**src/rtl/mips_cpu_bus_master.sv**
```systemverilog
// ---------------------------------------------------------------------------
// mips_cpu_bus_master
//
// Bus initiator between the CPU load/store unit and an Avalon-style memory
// bus. Takes one byte/half/word request at a time, turns the byte address
// into a word-aligned bus address plus byteenable, lane-shifts store data,
// holds the bus request through waitrequest, captures read data one cycle
// after the read is accepted and returns a sign/zero-extended load result.
//
// Ports
//   clk, reset_n      clock (rising edge) / asynchronous active-low reset
//   req_valid/ready   CPU request handshake (ready only while idle)
//   req_write         1 = store, 0 = load
//   req_size          00 byte, 01 half, 10 word, 11 reserved (misaligned)
//   req_signed        loads: 1 = sign-extend, 0 = zero-extend
//   req_addr          byte address
//   req_wdata         right-justified store data
//   resp_valid        one-cycle completion pulse
//   resp_err          misaligned request, no bus access made
//   resp_rdata        load result (0 for stores and errors), held until next
//   address           word-aligned bus address
//   read / write      bus strobes (never both high)
//   byteenable        active byte lanes
//   writedata         lane-shifted store data, unused lanes zero
//   waitrequest       slave stall
//   readdata          slave data, valid the cycle after read acceptance
// ---------------------------------------------------------------------------
module mips_cpu_bus_master #(
    parameter int ADDR_WIDTH = 32
) (
    input  logic                  clk,
    input  logic                  reset_n,
    // CPU side
    input  logic                  req_valid,
    output logic                  req_ready,
    input  logic                  req_write,
    input  logic [1:0]            req_size,
    input  logic                  req_signed,
    input  logic [ADDR_WIDTH-1:0] req_addr,
    input  logic [31:0]           req_wdata,
    output logic                  resp_valid,
    output logic                  resp_err,
    output logic [31:0]           resp_rdata,
    // Bus side
    output logic [ADDR_WIDTH-1:0] address,
    output logic                  read,
    output logic                  write,
    output logic [3:0]            byteenable,
    output logic [31:0]           writedata,
    input  logic                  waitrequest,
    input  logic [31:0]           readdata
);

    typedef enum logic [2:0] {
        S_IDLE,
        S_READ,
        S_RDATA,
        S_WRITE,
        S_RESP
    } state_t;

    state_t                  r_state;
    logic [1:0]              r_offset;
    logic [1:0]              r_size;
    logic                    r_signed;
    logic                    r_req_ready;
    logic                    r_resp_valid;
    logic                    r_resp_err;
    logic [31:0]             r_resp_rdata;
    logic [ADDR_WIDTH-1:0]   r_address;
    logic                    r_read;
    logic                    r_write;
    logic [3:0]              r_byteenable;
    logic [31:0]             r_writedata;

    logic [1:0]              w_offset;
    logic                    w_misaligned;
    logic [3:0]              w_byteenable;
    logic [31:0]             w_wdata_shifted;
    logic [31:0]             w_writedata;
    logic [31:0]             w_rdata_shifted;
    logic [31:0]             w_load_data;

    assign w_offset = req_addr[1:0];

    // Request decode: alignment, lane mask and lane-shifted store data.
    always_comb begin
        // NOTE: every signal gets a default first so no path leaves it unassigned (no latch).
        w_misaligned    = 1'b0;
        w_byteenable    = 4'b0000;
        w_wdata_shifted = req_wdata << {w_offset, 3'b000};
        w_writedata     = 32'h0;
        unique case (req_size)
            2'b00: w_byteenable = 4'b0001 << w_offset;
            2'b01: begin
                w_misaligned = w_offset[0];
                w_byteenable = w_offset[1] ? 4'b1100 : 4'b0011;
            end
            2'b10: begin
                w_misaligned = (w_offset != 2'b00);
                w_byteenable = 4'b1111;
            end
            default: w_misaligned = 1'b1;
        endcase
        for (int i = 0; i < 4; i++) begin
            w_writedata[8*i +: 8] = w_byteenable[i] ? w_wdata_shifted[8*i +: 8] : 8'h00;
        end
    end

    // Load result: bring the addressed lane down to bit 0, then extend.
    always_comb begin
        w_rdata_shifted = readdata >> {r_offset, 3'b000};
        w_load_data     = readdata;
        unique case (r_size)
            2'b00:   w_load_data = {{24{r_signed & w_rdata_shifted[7]}},  w_rdata_shifted[7:0]};
            2'b01:   w_load_data = {{16{r_signed & w_rdata_shifted[15]}}, w_rdata_shifted[15:0]};
            default: w_load_data = readdata;
        endcase
    end

    // NOTE: sequential state uses non-blocking assignments so every register sees pre-edge values.
    always_ff @(posedge clk or negedge reset_n) begin
        if (!reset_n) begin
            r_state      <= S_IDLE;
            r_offset     <= 2'b00;
            r_size       <= 2'b00;
            r_signed     <= 1'b0;
            r_req_ready  <= 1'b1;
            r_resp_valid <= 1'b0;
            r_resp_err   <= 1'b0;
            r_resp_rdata <= 32'h0;
            r_address    <= '0;
            r_read       <= 1'b0;
            r_write      <= 1'b0;
            r_byteenable <= 4'b0000;
            r_writedata  <= 32'h0;
        end else begin
            r_resp_valid <= 1'b0;
            unique case (r_state)
                S_IDLE: begin
                    if (req_valid) begin
                        r_offset    <= w_offset;
                        r_size      <= req_size;
                        r_signed    <= req_signed;
                        r_req_ready <= 1'b0;
                        if (w_misaligned) begin
                            // Rejected without touching the bus.
                            r_state      <= S_RESP;
                            r_resp_valid <= 1'b1;
                            r_resp_err   <= 1'b1;
                            r_resp_rdata <= 32'h0;
                        end else begin
                            r_address    <= {req_addr[ADDR_WIDTH-1:2], 2'b00};
                            r_byteenable <= w_byteenable;
                            r_writedata  <= w_writedata;
                            if (req_write) begin
                                r_write <= 1'b1;
                                r_state <= S_WRITE;
                            end else begin
                                r_read  <= 1'b1;
                                r_state <= S_READ;
                            end
                        end
                    end
                end
                S_READ: begin
                    if (!waitrequest) begin
                        r_read  <= 1'b0;
                        r_state <= S_RDATA;
                    end
                end
                S_RDATA: begin
                    // Fixed one-cycle read latency: readdata is valid now.
                    r_state      <= S_RESP;
                    r_resp_valid <= 1'b1;
                    r_resp_err   <= 1'b0;
                    r_resp_rdata <= w_load_data;
                end
                S_WRITE: begin
                    if (!waitrequest) begin
                        r_write      <= 1'b0;
                        r_state      <= S_RESP;
                        r_resp_valid <= 1'b1;
                        r_resp_err   <= 1'b0;
                        r_resp_rdata <= 32'h0;
                    end
                end
                S_RESP: begin
                    r_state     <= S_IDLE;
                    r_req_ready <= 1'b1;
                end
                default: begin
                    r_state     <= S_IDLE;
                    r_read      <= 1'b0;
                    r_write     <= 1'b0;
                    r_req_ready <= 1'b1;
                end
            endcase
        end
    end

    assign req_ready  = r_req_ready;
    assign resp_valid = r_resp_valid;
    assign resp_err   = r_resp_err;
    assign resp_rdata = r_resp_rdata;
    assign address    = r_address;
    assign read       = r_read;
    assign write      = r_write;
    assign byteenable = r_byteenable;
    assign writedata  = r_writedata;

endmodule

```
**config.mk**
```make
export PLATFORM = sky130hd
export DESIGN_NAME = mips_cpu_bus_master
export DESIGN_NICKNAME = d
export VERILOG_FILES = /design/src/rtl/mips_cpu_bus_master.sv
export SDC_FILE = /design/constraint.sdc
export NUM_CORES = 1
export LEC_CHECK = 0
export ABC_AREA = 1
export CORE_UTILIZATION = 45
export CTS_CLUSTER_SIZE = 25
export DETAILED_ROUTE_END_ITERATION = 10
export PLACE_DENSITY = 0.81
export SYNTH_ARGS = -nofsm -noshare
export SYNTH_HDL_FRONTEND = slang
export SYNTH_SLANG_ARGS = --single-unit
```
**constraint.sdc**
```tcl
create_clock -name clk -period 1.6 [get_ports clk]
set_clock_uncertainty 0.05 [all_clocks]
set_input_delay 0.32 -clock clk [delete_from_list [all_inputs] [get_ports clk]]
set_output_delay 0.32 -clock clk [all_outputs]
set_load 0.02 [all_outputs]
```
# Word level (Yosys, flattened, before mapping)
# Index checks and enable logic that the tools add are counted.
[classes] n_eq_ne=14 n_shift=3 muxes=36 bitwise_logic=6 n_reduce_logical=15
[op_table] operator="2-to-1 mux 32 bit" count=3
[op_table] operator="case mux 32 bit (3 select lines)" count=1
[op_table] operator="case mux 32 bit (2 select lines)" count=1
[op_table] operator="2-to-1 mux 8 bit" count=4
[op_table] operator="<< shifter 32 x 5 -> 32 bit" count=1
[op_table] operator="right shift 32 x 5 -> 16 bit" count=1
[op_table] operator="case mux 1 bit (3 select lines)" count=5
[op_table] operator="!= test 2 bit, second input constant" count=7
[op_table] operator="2-to-1 mux 1 bit" count=13
[op_table] operator="2-to-1 mux 3 bit" count=4
[op_table] operator="case mux 3 bit (4 select lines)" count=1
[op_table] operator="case mux 4 bit (3 select lines)" count=1
[op_table] operator="AND reduction 5 bit" count=2
[op_table] operator="OR reduction 3 bit" count=3
[op_table] operator="equality test 3 x 2 -> 1 bit, second input constant" count=2
[op_table] operator="AND reduction 3 bit" count=2
[op_table] operator="equality test 2 x 1 -> 1 bit, second input constant" count=2
[op_table] operator="logical NOT 2 bit" count=2
[op_table] operator="2-to-1 mux 4 bit" count=1
[op_table] operator="inverter 1 bit" count=4
[op_table] operator="AND reduction 2 bit" count=2
[op_table] operator="AND reduction 4 bit" count=1
[op_table] operator="<< shifter 1 x 2 -> 4 bit, first input constant" count=1
[op_table] operator="equality test 3 x 1 -> 1 bit, second input constant" count=1
[op_table] operator="8 further kinds" count=9
[word_totals] reg_bits=111 input_bits=104 out_inout_bits=105 elab_cells=87

# Logic depth before layout (Yosys ltp)
# Gate-level depths: netlist (run 1).
[logic_depth] word_depth=5 mapped_depth=10

# Least setup slack after synthesis (run 1)
# Ideal clock, no wire load.
[synth_timing] path_kind="reg-to-reg" startpoint="register r_offset[0]" endpoint="register r_resp_rdata[0], in the netlist resp_rdata[0]" setup_ns=0.121 arrival_ns=1.266 path_slack_ns=0.163 path_stages_with_launch=6 path_buffers=1 period_less_slack_ns=1.437 cell_sequence="dfrtp_1 > buf_4 > nor2_1 > nor2_1 > o211ai_1 > nand2_1"
[synth_between] elab_chain_cells=3
[synth_lines] item="from (decl)" line="63" text="logic [1:0] r_offset;"
[synth_lines] item="from (signal assigned)" line="142" text="r_offset <= w_offset;"
[synth_lines] item="right shift 32 x 5 -> 16 bit" line="112" text="w_rdata_shifted = readdata >> {r_offset, 3'b000};"
[synth_lines] item="case mux 32 bit (2 select lines)" line="114" text="unique case (r_size)"
[synth_lines] item="case mux 32 bit (3 select lines)" line="139" text="unique case (r_state)"
[synth_lines] item="to (signal assigned)" line="177" text="r_resp_rdata <= w_load_data;"
[synth_lines] item="to (decl)" line="69" text="logic [31:0] r_resp_rdata;"
# Every way passes these cells.
# A chain may end at the register's enable or synchronous reset.

# Worst setup path in the final report (run 1)
[layout_timing] startpoint="register r_req_ready, in the netlist req_ready" endpoint="output req_ready"
[layout_rtl] item="from (decl)" line="66" text="logic r_req_ready;"
[layout_rtl] item="from (signal assigned)" line="128" text="r_req_ready <= 1'b1;"
[layout_rtl] item="from (signal assigned)" line="145" text="r_req_ready <= 1'b0;"
[layout_rtl] item="from (signal assigned)" line="190" text="r_req_ready <= 1'b1;"
[layout_rtl] item="to (decl)" line="35" text="output logic req_ready,"
# No word-level cell between the ends.

==> results of run 1 <==
cell families after synthesis:
| logic type | count (synthesis) |
|---|---|
| AND/OR/NAND/NOR | 504 |
| flip-flops | 111 |
| buffers and inverters | 81 |
| AO/OA/AOI/OAI | 65 |
| multiplexers | 1 |
| other | 1 |
placed cells by master (no fill, tap or decap), types with 16 or more instances in the layout:
cell type	instances
buf_4	66
clkdlybuf4s50_1	99
dfrtp_1	108
dlygate4sd2_1	103
inv_1	39
nand2_1	392
nand3_1	50
nor2_1	26
o21ai_0	25
or2_2	16
power breakdown:
| group | switching [uW] | internal (uW) | leakage (uW) |
|---|---|---|---|
| Sequential | 701 | 3990 | 0.00145 |
| Clock | 990 | 1260 | 0.000140 |
| Combinational | 4560 | 3090 | 0.00317 |
per-layer routing:
metal | vias up | global-route usage [%] | part of all wire, % | routed length [um]
li1 | 2906 | - | - | -
met1 | 2719 | 35.7 | 43 | 7300
met2 | 259 | 46.1 | 48 | 8230
met3 | 41 | 4.78 | 6.9 | 1190
met4 | 0 | 9.82 | 2.6 | 448
met5 | - | 0 | 0 | 0
final cells by class:
type / instances / area (um2) / area share (%)
inverter: 47 / 176 / 2.06
timing repair buffer: 280 / 2580 / 30.1
tap: 168 / 210 / 2.46
clock buffer: 13 / 250 / 2.93
clock inverter: 2 / 38.8 / 0.454
multi-input combinational: 573 / 2520 / 29.4
sequential: 111 / 2780 / 32.5
path summary, 6_finish.rpt:
path	start	endpoint	cells past startpoint	slack, ns
hold / removal	req_size[1]	r_size[1]	4	0.36
max in group asynchronous	reset_n	req_ready	3	0.50
min in group asynchronous	reset_n	resp_rdata[6]	2	0.42
hold reg to reg	resp_rdata[11]	resp_rdata[11]	2	0.41
setup / recovery	req_ready	req_ready	1	0.03
setup reg to reg	r_state[1]	resp_rdata[20]	9	0.06
sequential cells by signal, indices dropped and copies added, names as in the netlist:
signal,cells
address,30
byteenable,4
r_offset,2
r_signed,1
r_size,2
r_state,3
read,1
req_ready,1
resp_err,1
resp_rdata,32
resp_valid,1
write,1
writedata,32
Yosys cell counts (all sizes together), types with 9 or more instances:
library cell	number	area (um2)
dfrtp	110	2750
buf	24	158
clkbuf	10	37.5
nor2	36	160
o211ai	12	90.1
o21ai	30	158
or2	16	100
a21oi	9	45.0
inv	47	176
nand2	394	1480
nand3	51	268
metrics by stage:
step	total power (uW)	std cells	area, um2	hold WS (ns)
after floorplan	9020	764	5610	-0.0256
after global placement	12900	1173	8280	0.252
after detailed placement	13000	1173	8280	0.250
after CTS	14600	1191	8490	0.421
after global routing	15600	1194	8550	0.382
final	14600	1194	8550	0.356
what timing repair did:
item                                    4_1_cts  5_1_grt
endpoints found under the hold margin        26        0
hold buffers                                  1        0
gates cloned                                  1        0
endpoints found under the setup margin      130       99
gates resized for setup                     110       16
pin swaps                                     0        2
setup buffers                                 1        3
==> impl_metrics.env, run 1 <==
export IMPL_netlist_area_mm2=0.00561
export IMPL_cts_buffer_depth=2
export IMPL_grt_pass1_vias=5539
export IMPL_cts_tree="done"
export IMPL_io_pins=209
export IMPL_worstPathMaxFanout=2
export IMPL_cts_root_buf="clkbuf_16"
export IMPL_synth_top_family_by_area="simple AND/OR/NAND/NOR gates"
export IMPL_fin_tns_setup_ns=0
export IMPL_die_h_um=114
export IMPL_synthMuxAreaShare_pct=0.179
export IMPL_dr_pass1_iters=5
export IMPL_layout_drive_gt1_share_pct=12.8
export IMPL_wl_per_cell_um=14.4
export IMPL_insertion_delay_ns=0.35
export IMPL_fin_util_pct=70.9
export IMPL_ys_types=31
export IMPL_fin_ws_ns=0.0349
export IMPL_synth_cells=763
export IMPL_die_area_mm2=0.0129
export IMPL_postRouteAntennaNets=0
export IMPL_nFillCells=994
export IMPL_clock_sinks=111
export IMPL_hold_viol_final=0
export IMPL_die_x_um=114
export IMPL_rows=40
export IMPL_synthAdderAreaFrac_pct=0
export IMPL_synth_seq_cells=111
export IMPL_grt_pass1_wl_um=27500
export IMPL_synth_xor_area_share_pct=0
export IMPL_area_delta_synth_final_pct=52.5
export IMPL_synthSimpleGateAreaFrac_pct=36.6
export IMPL_required_ns=1.23
export IMPL_arrival_ns=1.20
export IMPL_status="finished clean"
export IMPL_rsz0062_at_grt="true"
export IMPL_layout_min_cycle_time_ns=1.57
export IMPL_n_antenna_cell=0
export IMPL_yosysWarnings=0
export IMPL_overflow=0
export IMPL_antenna_found_initial=0
export IMPL_slowest_stage="dfstp_2"
export IMPL_fin_crit_sh_pct=97.8
export IMPL_vdd_drop_max_v=0.000767
export IMPL_final_max_slew_viol_count=0
export IMPL_initial_core_util_pct=46.5
export IMPL_seq_area_frac_synth_pct=49.6
export IMPL_cp_start_kind="flip-flop"
export IMPL_core_mm2=0.0121
export IMPL_powerDensity_mw_per_mm2=1710
export IMPL_grt_max_degree=34
export IMPL_p_leak_uw=0.00475
export IMPL_crit_path_end_kind="primary output"
export IMPL_setup_viol=0
export IMPL_synth_edff_count=0
export IMPL_slowest_delay_ns=0.54
export IMPL_critPathTopFamily="flip-flops"
export IMPL_cts_htree_levels=3
export IMPL_timing_fmax_mhz=639
export IMPL_numCtsBuffers=9
export IMPL_drcViolationCount=0
export IMPL_hp_class="in2reg"
export IMPL_drv_cap=0
export IMPL_clkTransAtPathRegs_ns=0.07
export IMPL_path_class="reg2out"
export IMPL_wl_um=17200
export IMPL_vias_per_cell=4.96
export IMPL_critPathBufInv=1
export IMPL_gp_routability_congestion=0.949
export IMPL_pre_cts_slack_ns=-0.410
export IMPL_vias=5925
export IMPL_fin_nets=1126
export IMPL_grt_usage_pct=27.4
export IMPL_place_hpwl_um=12800
export IMPL_synth_compound_area_share_pct=6.96
export IMPL_drt_initial_drc_count=398
export IMPL_synth_avg_cell_area_um2=7.35
export IMPL_path_cells="clkdlybuf4s15_1"
export IMPL_io_buffers=206
export IMPL_async_flop_share_pct=100
export IMPL_synth_main_ff_cell="dfrtp_1"
No activity file was read; power rests on OpenSTA's default activity.
==> inputs of run 2 (changes only) <==
--- a/config.mk
+++ b/config.mk
@@ -6,10 +6,11 @@
 export NUM_CORES = 1
 export LEC_CHECK = 0
 export ABC_AREA = 1
-export CORE_UTILIZATION = 45
+export CORE_UTILIZATION = 41
 export CTS_CLUSTER_SIZE = 25
 export DETAILED_ROUTE_END_ITERATION = 10
-export PLACE_DENSITY = 0.81
+export PLACE_DENSITY = 0.78
+export SETUP_SLACK_MARGIN = 0.4
 export SYNTH_ARGS = -nofsm -noshare
 export SYNTH_HDL_FRONTEND = slang
 export SYNTH_SLANG_ARGS = --single-unit
==> constraint.sdc (replaced) <==
create_clock -name clk -period 1.3 [get_ports clk]
set_clock_uncertainty 0.05 [all_clocks]
set_input_delay 0.26 -clock clk [delete_from_list [all_inputs] [get_ports clk]]
set_output_delay 0.26 -clock clk [all_outputs]
set_load 0.02 [all_outputs]
==> run 2 against run 1 <==
  * Highest routed layer unchanged
  * The run now ends with negative setup slack left
  * Count of clock-buffer cells in the layout down 4
  * Critical path depth grew 8
  * Die area rose by 9.6%
  * First-iteration DRC count grew 33%
==> impl_metrics.env, run 2 (synthesis results as in run 1) <==
export IMPL_status="complete, but fails checks"
export IMPL_violations="negative setup slack"
export IMPL_arrival_ns=1.67
export IMPL_die_x_um=119
export IMPL_rows=42
export IMPL_clkPwrFrac_pct=12.5
export IMPL_fin_crit_sh_pct=115
export IMPL_drt_initial_drc_count=528
export IMPL_numCtsBuffers=9
export IMPL_drcViolationCount=0
export IMPL_gp_routability_congestion=0.948
export IMPL_layout_common_cells="nand2_1, buf_4, dfrtp_1, buf_6, clkdlybuf4s50_1"
export IMPL_final_common_cell="nand2_1"
export IMPL_setup_viol=103
export IMPL_grt_pass1_vias=5823
export IMPL_n_antenna_cell=0
export IMPL_p_sw_uw=8980
export IMPL_place_hpwl_um=12900
export IMPL_powerDensity_mw_per_mm2=2260
export IMPL_intPower_uw=12600
export IMPL_pre_cts_slack_ns=-0.605
export IMPL_hp_class="in2async"
export IMPL_drv_cap=0
export IMPL_timing_fmax_mhz=672
export IMPL_p_comb_share_pct=59.3
export IMPL_grt_pass1_wl_um=28400
export IMPL_wl_um=18700
export IMPL_required_ns=1.48
export IMPL_sequentialPowerShare_pct=28.2
export IMPL_rsz0062_at_grt="true"
export IMPL_total_power_uw=21600
export IMPL_die_area_mm2=0.0141
export IMPL_clock_sinks=111
export IMPL_cts_tree="done"
export IMPL_crit_path_end_kind="flip-flop"
export IMPL_dr_pass1_iters=6
export IMPL_antenna_found_initial=0
export IMPL_path_class="reg2reg"
export IMPL_regArea_mm2=0.00278
export IMPL_overflow=0
export IMPL_fin_ws_ns=-0.189
export IMPL_wl_per_cell_um=14.7
export IMPL_core_mm2=0.0133
export IMPL_final_max_slew_viol_count=0
export IMPL_initial_core_util_pct=42.2
export IMPL_grt_usage_pct=25.3
export IMPL_postRouteAntennaNets=0
export IMPL_clkTransAtPathRegs_ns=0.08
export IMPL_cts_htree_levels=3
export IMPL_swShare_pct=41.6
export IMPL_r2r_setup_slack_ns=-0.19
export IMPL_layout_drive_gt1_share_pct=30.7
export IMPL_insertion_delay_ns=0.34
export IMPL_vias_per_cell=4.90
export IMPL_worstPathMaxFanout=8
export IMPL_grt_max_degree=50
export IMPL_r2r_cells=9
export IMPL_cts_root_buf="clkbuf_16"
export IMPL_multiInputGateArea_mm2=0.00263
export IMPL_nFillCells=1038
export IMPL_io_buffers=206
export IMPL_vdd_drop_max_v=0.00134
export IMPL_hold_viol_final=0
export IMPL_io_pins=209
export IMPL_cp_start_kind="flip-flop"
export IMPL_area_delta_synth_final_pct=70.3
export IMPL_layout_min_cycle_time_ns=1.49
export IMPL_hold_slack_ns=0.215
export IMPL_p_leak_uw=0.00507
export IMPL_fin_nets=1195
export IMPL_vias=6228
export IMPL_cts_buffer_depth=2
export IMPL_die_h_um=119
==> run 2: power groups by stage <==
| stage | clock network (uW) | registers (uW) | logic, uW |
|---|---|---|---|
| 5_1_grt | 2890 | 6250 | 13700 |
| 6_report | 2690 | 6100 | 12800 |
| 3_5_place_dp | 0 | 5830 | 10500 |
| 3_3_place_gp | 0 | 5860 | 10300 |
| 4_1_cts | 2740 | 6050 | 11300 |
| 2_1_floorplan | 0 | 7340 | 3890 |
==> run 2: cell type report <==
cell class | count | area share (%)
sequential | 111 | 29.1
inverter | 47 | 1.93
timing repair buffer | 349 | 36.1
clock inverter | 7 | 0.603
tap | 176 | 2.31
clock buffer | 9 | 2.36
multi-input combinational | 573 | 27.6
==> run 2: repair_timing <==
item	in CTS	in global routing
pin swaps	3	3
endpoints found under the hold margin	110	0
buffers inserted	28	27
hold buffers	1	0
resized for setup	632	47
setup endpoints to repair	214	214
gates cloned	1	5
==> run 2: worst paths after layout <==
check,startpoint,endpoint
max,r_state[1],resp_rdata[1]
min,reset_n,resp_rdata[26]
max reg2reg,r_state[1],resp_rdata[1]
min reg2reg,writedata[19],writedata[19]
max in group asynchronous,reset_n,resp_rdata[1]
min in group clk,req_addr[31],address[31]
==> run 2: through the flow <==
stage | area [um2] | setup TNS, ns | instances | utilization (%)
final | 9550 | -14.56 | 1272 | 71.8
after global placement | 8440 | -54.44 | 1194 | 63.5
after global routing | 9550 | -22.05 | 1272 | 71.8
after detailed placement | 8440 | -58.04 | 1194 | 63.5
after CTS | 9090 | -13.39 | 1240 | 68.4
after floorplan | 5670 | -8.88 | 764 | -
==> run 2: routing by layer <==
metal  vias to the layer above  routed length, um  track usage [%]
met2                       273               9140             41.5
met4                         0                590             9.97
met1                      2875               7820             33.3
li1                       3036                  -                -
met3                        44               1180             4.50
met5                         -                  0                0
==> run 2: worst max-delay path, stage by stage, from the launching register on <==
cell and delay [ns]:
dfrtp_1 0.44, nor2_4 0.16, nand2_4 0.09, nor2_4 0.10, nand2_2 0.08, o21ai_4 0.08, inv_4 0.09, clkbuf_16 0.18
nand2_1 0.06, nand2_1 0.05
